File: src/rtl/sched_ws_pkg.sv
// Shared scheduler definitions for sched_ws, its sub-module, the CPU top and
// the bench: FSM state encodings and the bit layout of clk_stat.
package sched_ws_pkg;

    typedef enum logic {
        ST_IDLE   = 1'b0,
        ST_ACTIVE = 1'b1
    } state_t;

    // clk_stat = {ph_adv, stall, active}
    localparam int CS_ACT   = 0;
    localparam int CS_STALL = 1;
    localparam int CS_ADV   = 2;
    localparam int CS_W     = 3;

endpackage

File: src/rtl/sched_next_ph.sv
// Next-phase priority finder: picks the lowest phase index above pidx whose
// skip bit is clear. When none remains the instruction is complete and the
// sequence wraps to phase 0 (fetch), which can never be skipped.
module sched_next_ph #(
    parameter int NPH = 4,
    parameter int PIW = 3
) (
    input  logic [PIW-1:0] pidx,
    input  logic [NPH-1:0] skip_mask,
    output logic [PIW-1:0] nxt_idx,
    output logic           wrap
);

    // Bit 0 of skip_mask has no meaning: fetch is always executed.
    logic unused_skip0;
    assign unused_skip0 = skip_mask[0];

    // Scan from the top down so the lowest eligible phase wins.
    always_comb begin
        nxt_idx = '0;
        wrap    = 1'b1;
        for (int j = NPH - 1; j >= 1; j--) begin
            if ((PIW'(j) > pidx) && !skip_mask[j]) begin
                nxt_idx = PIW'(j);
                wrap    = 1'b0;
            end
        end
    end

endmodule

File: src/rtl/sched_ws.sv
// Multi-cycle phase scheduler with memory wait states, per-instruction phase
// skipping and run/idle control. The datapath uses ph[k] & ph_adv as register
// enables. Optional performance counters are built when SCHED_PERF_EN is
// defined; otherwise perf_inst/perf_stall read as zero and perf_clr is unused.
module sched_ws
    import sched_ws_pkg::*;
#(
    parameter int NPH = 4,
    parameter int WSW = 4,
    parameter int PIW = 3
) (
    input  logic             clk,
    input  logic             reset,
    input  logic             run,
    input  logic             mem_rdy,
    input  logic [WSW-1:0]   ws_cfg,
    input  logic [NPH-1:0]   mem_ph_mask,
    input  logic [NPH-1:0]   skip_mask,
    output logic [NPH-1:0]   ph,
    output logic [PIW-1:0]   ph_idx,
    output logic             ph_adv,
    output logic             stall,
    output logic [CS_W-1:0]  clk_stat,
    input  logic             perf_clr,
    output logic [31:0]      perf_inst,
    output logic [31:0]      perf_stall
);

    // Wait-state count loaded when a phase is entered: memory phases get the
    // programmed count, all others start with no wait.
    function automatic logic [WSW-1:0] entry_wcnt(input logic [PIW-1:0] idx,
                                                  input logic [NPH-1:0] mask,
                                                  input logic [WSW-1:0] ws);
        logic [WSW-1:0] w;
        w = '0;
        for (int k = 0; k < NPH; k++) begin
            if (idx == PIW'(k) && mask[k]) begin
                w = ws;
            end
        end
        return w;
    endfunction

    state_t         state_q, state_d;
    logic [PIW-1:0] pidx_q, pidx_d;
    logic [WSW-1:0] wcnt_q, wcnt_d;

    logic           active;
    logic           cur_mem;
    logic [NPH-1:0] ph_dec;
    logic           adv;
    logic [PIW-1:0] nxt_idx;
    logic           wrap;

    sched_next_ph #(
        .NPH (NPH),
        .PIW (PIW)
    ) u_next_ph (
        .pidx      (pidx_q),
        .skip_mask (skip_mask),
        .nxt_idx   (nxt_idx),
        .wrap      (wrap)
    );

    // Decode the current phase index into a one-hot vector and pick up its
    // memory-phase flag (read live, so mask changes gate mem_rdy at once).
    always_comb begin
        cur_mem = 1'b0;
        ph_dec  = '0;
        for (int k = 0; k < NPH; k++) begin
            if (pidx_q == PIW'(k)) begin
                cur_mem   = mem_ph_mask[k];
                ph_dec[k] = 1'b1;
            end
        end
    end

    assign active = (state_q == ST_ACTIVE);
    // A phase ends once its wait count has run out and, for a memory phase,
    // the bus reports ready in the same cycle.
    assign adv    = active && (wcnt_q == '0) && (!cur_mem || mem_rdy);

    // State, phase index and wait counter registers.
    always_ff @(posedge clk or negedge reset) begin
        if (!reset) begin
            state_q <= ST_IDLE;
            pidx_q  <= '0;
            wcnt_q  <= '0;
        end else begin
            state_q <= state_d;
            pidx_q  <= pidx_d;
            wcnt_q  <= wcnt_d;
        end
    end

    // Next-state logic: start on run, step phases on adv, and look at run
    // only at the instruction boundary so a started instruction always ends.
    always_comb begin
        state_d = state_q;
        pidx_d  = pidx_q;
        wcnt_d  = wcnt_q;
        case (state_q)
            ST_IDLE: begin
                if (run) begin
                    state_d = ST_ACTIVE;
                    pidx_d  = '0;
                    wcnt_d  = entry_wcnt('0, mem_ph_mask, ws_cfg);
                end
            end
            ST_ACTIVE: begin
                if (adv) begin
                    if (wrap) begin
                        pidx_d = '0;
                        if (run) begin
                            wcnt_d = entry_wcnt('0, mem_ph_mask, ws_cfg);
                        end else begin
                            state_d = ST_IDLE;
                            wcnt_d  = '0;
                        end
                    end else begin
                        pidx_d = nxt_idx;
                        wcnt_d = entry_wcnt(nxt_idx, mem_ph_mask, ws_cfg);
                    end
                end else if (wcnt_q != '0) begin
                    // Wait states count down regardless of mem_rdy.
                    wcnt_d = wcnt_q - WSW'(1);
                end
            end
            default: begin
                state_d = ST_IDLE;
                pidx_d  = '0;
                wcnt_d  = '0;
            end
        endcase
    end

    // Phase outputs and status; everything reads zero while idle.
    always_comb begin
        ph                 = active ? ph_dec : '0;
        ph_idx             = active ? pidx_q : '0;
        ph_adv             = adv;
        stall              = active && !adv;
        clk_stat           = '0;
        clk_stat[CS_ACT]   = active;
        clk_stat[CS_STALL] = active && !adv;
        clk_stat[CS_ADV]   = adv;
    end

`ifdef SCHED_PERF_EN
    logic [31:0] perf_inst_q;
    logic [31:0] perf_stall_q;

    // Instruction and stall counters; clear wins over a same-cycle increment.
    always_ff @(posedge clk or negedge reset) begin
        if (!reset) begin
            perf_inst_q  <= '0;
            perf_stall_q <= '0;
        end else if (perf_clr) begin
            perf_inst_q  <= '0;
            perf_stall_q <= '0;
        end else begin
            if (adv && wrap) begin
                perf_inst_q <= perf_inst_q + 32'd1;
            end
            if (active && !adv) begin
                perf_stall_q <= perf_stall_q + 32'd1;
            end
        end
    end

    assign perf_inst  = perf_inst_q;
    assign perf_stall = perf_stall_q;
`else
    logic unused_perf_clr;
    assign unused_perf_clr = perf_clr;
    assign perf_inst       = '0;
    assign perf_stall      = '0;
`endif

endmodule

File: config.mk
export PLATFORM = sky130hd
export DESIGN_NAME = sched_ws
export DESIGN_NICKNAME = d
export VERILOG_FILES = /design/src/rtl/sched_ws_pkg.sv /design/src/rtl/sched_next_ph.sv /design/src/rtl/sched_ws.sv
export SDC_FILE = /design/constraint.sdc
export NUM_CORES = 1
export LEC_CHECK = 0
export BUFFER_PORTS_ARGS = -buffer_cell sky130_fd_sc_hd__buf_2
export CAP_MARGIN = 25
export CORE_UTILIZATION = 40
export DETAILED_ROUTE_END_ITERATION = 6
export HOLD_SLACK_MARGIN = 0.05
export PLACE_DENSITY = 0.9
export SETUP_SLACK_MARGIN = 0.4
export SLEW_MARGIN = 25
export SYNTH_ARGS = -nofsm -noshare
export SYNTH_HDL_FRONTEND = slang
export SYNTH_SLANG_ARGS = --single-unit
File: constraint.sdc
create_clock -name clk -period 2.05 [get_ports clk]
set_input_delay 0.41 -clock clk [delete_from_list [all_inputs] [get_ports clk]]
set_output_delay 0.41 -clock clk [all_outputs]
set_load 0.05 [all_outputs]
==> summary.md <==
| Metric | Value |
|---|---|
| Cell taking the most area after synthesis | buf_4 |
| Chip width | 56.74 um |
| R2R setup slack | 0.16 ns |
| Ys flop type | dfrtp_1 |
| Hpwl dp | 1621 um |
| RR Startpoint | pidx_q[0]$_DFFE_PN0P_ |
| DR vias/cell | approximately 4.4 |
| Synth async-reset ratio | 100.0% |
| Mapped cell area | 1199 um^2 |
| Die Y | 56.74 um |
| Pwr dens | 1427 nW/um^2 |
| Startpoint class of the critical path | flop |
| GRT Resource Usage Total | around an eighth |
| IO Pins | 93 |
| CP Max Fanout | 4 |
| HP Class | in -> reg |
| First-pass GRT wire length | 3305 um |
| Synth warn | 0 |
| Clock Tree Root | clkbuf_4 |
| Clock-pin transition on the worst setup and hold timing paths | 0.05 ns |
| DRT Pass-1 Iters | 6 |
| Status | finished with violations |
| Area contributors post-synth | buf_4 (44%), dfrtp_1 (15%), a21oi_1 (2.9%) |
| Port bufs | 25 |
| Htree depth | 1 |
| CP endpoint kind | primary output |
| Pin count of the biggest net entering global routing | 12 |
| GPL Wtd Cong | 0.8366 |
| Sequential cell area fraction in the yosys report | 14.61% |
| Failing checks | design-rule violations |
| # diodes | 0 |
| Netlist cell types | 38 |
| Full die area | 3219 um^2 |
| Number of global-route vias before repair | about 730 |
| Worst Skew | between 0.003 and 0.004 ns |
| Antenna violations before repair | 0 |
| Period utilization | 99.79% |
| Effective utilization at floorplan | around 43% |
| Total Power | 1.940 mW |
| RSZ-0062 raised after global routing | true |
| Via count | approximately 950 |
| Top cell type's share of synthesized area | 43.84% |
| Sink Count | 7 |
| TritonCTS clock tree | built |
| Register bit total from synthesis | 7 |
| Setup_tns | 0 ns |
| Max-cap violations | 0 |
| CORE AREA | 2805 um^2 |
| Crit path required time | 1.64 ns |
| Total Wirelength | approximately 2300 um |
| Cells after DPL | 201 |
| # setup viols final | 0 |
| Clk_lat worst skew | 0.24 ns |
| Area Growth Syn to Fin | 13.47% |
| ANT nets after route | 0 |
| Reg2reg end | pidx_q[1]$_DFFE_PN0P_ |
| Hold Path Depth | 3 |
| DRT iter0 DRCs | 49 |
| Grt ovf | 0 |
| WP data arrival | 1.64 ns |
| Crit path time final | about 2.0 ns |
| Synth Instances | 147 |
| Hold worst-path end | wcnt_q[0]$_DFFE_PN0P_ |
| Share of cells above drive strength 1 | 34.76% |
| Syn avg cell area | 8.154 um^2 |
| # DRC | 18 |
| Post-route insts no fill | 218 |
| Max Slew Vio Count | 0 |
| Cell Rows | 19 |
| Hold Crit Start | ws_cfg[0] |
| Max IR drop VDD | 443.8 uV |
| Final net count | 206 |
| R2R depth | 8 |
| Fin. Hold Viols | 0 |
| Critical path class | reg -> out |
| CTS Buf Count | 3 |
| Wire per inst | about 11 um |
| Leakage | 0.7039 nW |
| Clk buf depth | 2 |
| Fmax | 0.4888 GHz |
| Post-synth EDFFs | 0 |
placed cells by master, fill, tap and decap left out, types with 2 or more instances in the layout:
| cell | count |
|---|---|
| conb_1 | 65 |
| buf_2 | 16 |
| buf_4 | 15 |
| nand2_1 | 9 |
| nor2_1 | 8 |
| buf_6 | 8 |
| a21oi_1 | 7 |
| dfrtp_1 | 5 |
| clkbuf_4 | 4 |
| inv_1 | 3 |
| o211ai_1 | 3 |
| nor2b_4 | 2 |
| nor2_4 | 2 |
| nor3_1 | 2 |
| a32oi_1 | 2 |
| a31oi_1 | 2 |
| a32o_1 | 2 |
| dfrtp_2 | 2 |
logic make-up (layout without fill, tap and decap cells):
family                   after synthesis  after routing  synth area share (%)
AND/OR/NAND/NOR                       34             34                 18.58
multiplexers                           1              1                 1.879
other                                  1             65                0.3129
adder cells (fa/ha/maj)                1              1                 1.044
buffers and inverters                 75             51                 45.41
flip-flops                             7              7                 14.61
XOR/XNOR                               2              2                 1.462
AO/OA/AOI/OAI                         26             26                 16.70
flip-flops by register name (all words and copies together), names as in the netlist:
register and cells:
pidx_q 2, active 1, wcnt_q 4
worst max-delay path, stage by stage, from the launching register on:
cell and delay (ns):
dfrtp_1 0.38, mux4_2 0.53, nor2b_4 0.16, nor2_8 0.11, buf_4 0.21
synthesized netlist by cell type (2+ instances only):
cell and number:
a21oi_1 7, a31oi_1 2, a32o_1 2, a32oi_1 2, and2_1 2, buf_4 70
dfrtp_1 7, inv_1 4, nand2_1 9, nor2_1 9, nor2b_1 2, nor3_1 3
o211ai_1 3
worst max path at each step:
stage / slack [ns] / depth (start not counted) / start / end
finish: 0.004 / 4 / pidx_q[0]$_DFFE_PN0P_ / ph_adv
global placement: 0.10 / 5 / mem_ph_mask[3] / ph_adv
global route: -0.04 / 4 / pidx_q[0]$_DFFE_PN0P_ / ph_adv
CTS: 0.004 / 4 / pidx_q[0]$_DFFE_PN0P_ / ph_adv
floorplan: 0.01 / 5 / pidx_q[0]$_DFFE_PN0P_ / clk_stat[1]
detailed placement: 0.09 / 5 / mem_ph_mask[3] / ph_adv
layout make-up:
class                      count  area (um^2)
fill                         239         1445
multi-input combinational    129        763.2
timing repair buffer          43        335.3
sequential                     7        177.7
tap                           31        38.79
clock buffer                   4        26.28
inverter                       4        18.77
routing by layer:
metal | global-route usage, % | vias up | wire (um)
met2 | 23.64 | 83 | 1291
met5 | 0 | - | 0
met3 | 2.995 | 2 | 243
li1 | - | 442 | -
met4 | 4.181 | 0 | 16
met1 | 15.61 | 422 | 777
power by group:
part / internal [mW] / switching [mW] / total (mW)
sequential: 0.205 / 0.0606 / 0.265
combinational: 0.584 / 0.972 / 1.56
clock: 0.0739 / 0.0455 / 0.119
stage by stage:
step	cell area (um^2)	utilization (%)	hold slack, ns	setup WS, ns
after global routing	1360	48.48	0.4448	-0.03895
after floorplan	1473	-	0.1144	0.01068
after CTS	1320	47.06	0.4260	0.004272
final	1360	48.48	0.4555	0.004312
after detailed placement	1145	40.81	0.2515	0.09384
after global placement	1145	40.81	0.2417	0.1001
timing repair:
item / in CTS / in global routing
gates resized for setup: 22 / 3
endpoints found under the setup margin: 16 / 17
pin swaps: 3 / 2
buffers inserted: 7 / 4
hold endpoints to repair: 7 / 0
gates cloned: 1 / 0
hold buffers: 1 / 0
Note: power is estimated with default switching activity, not from simulation.
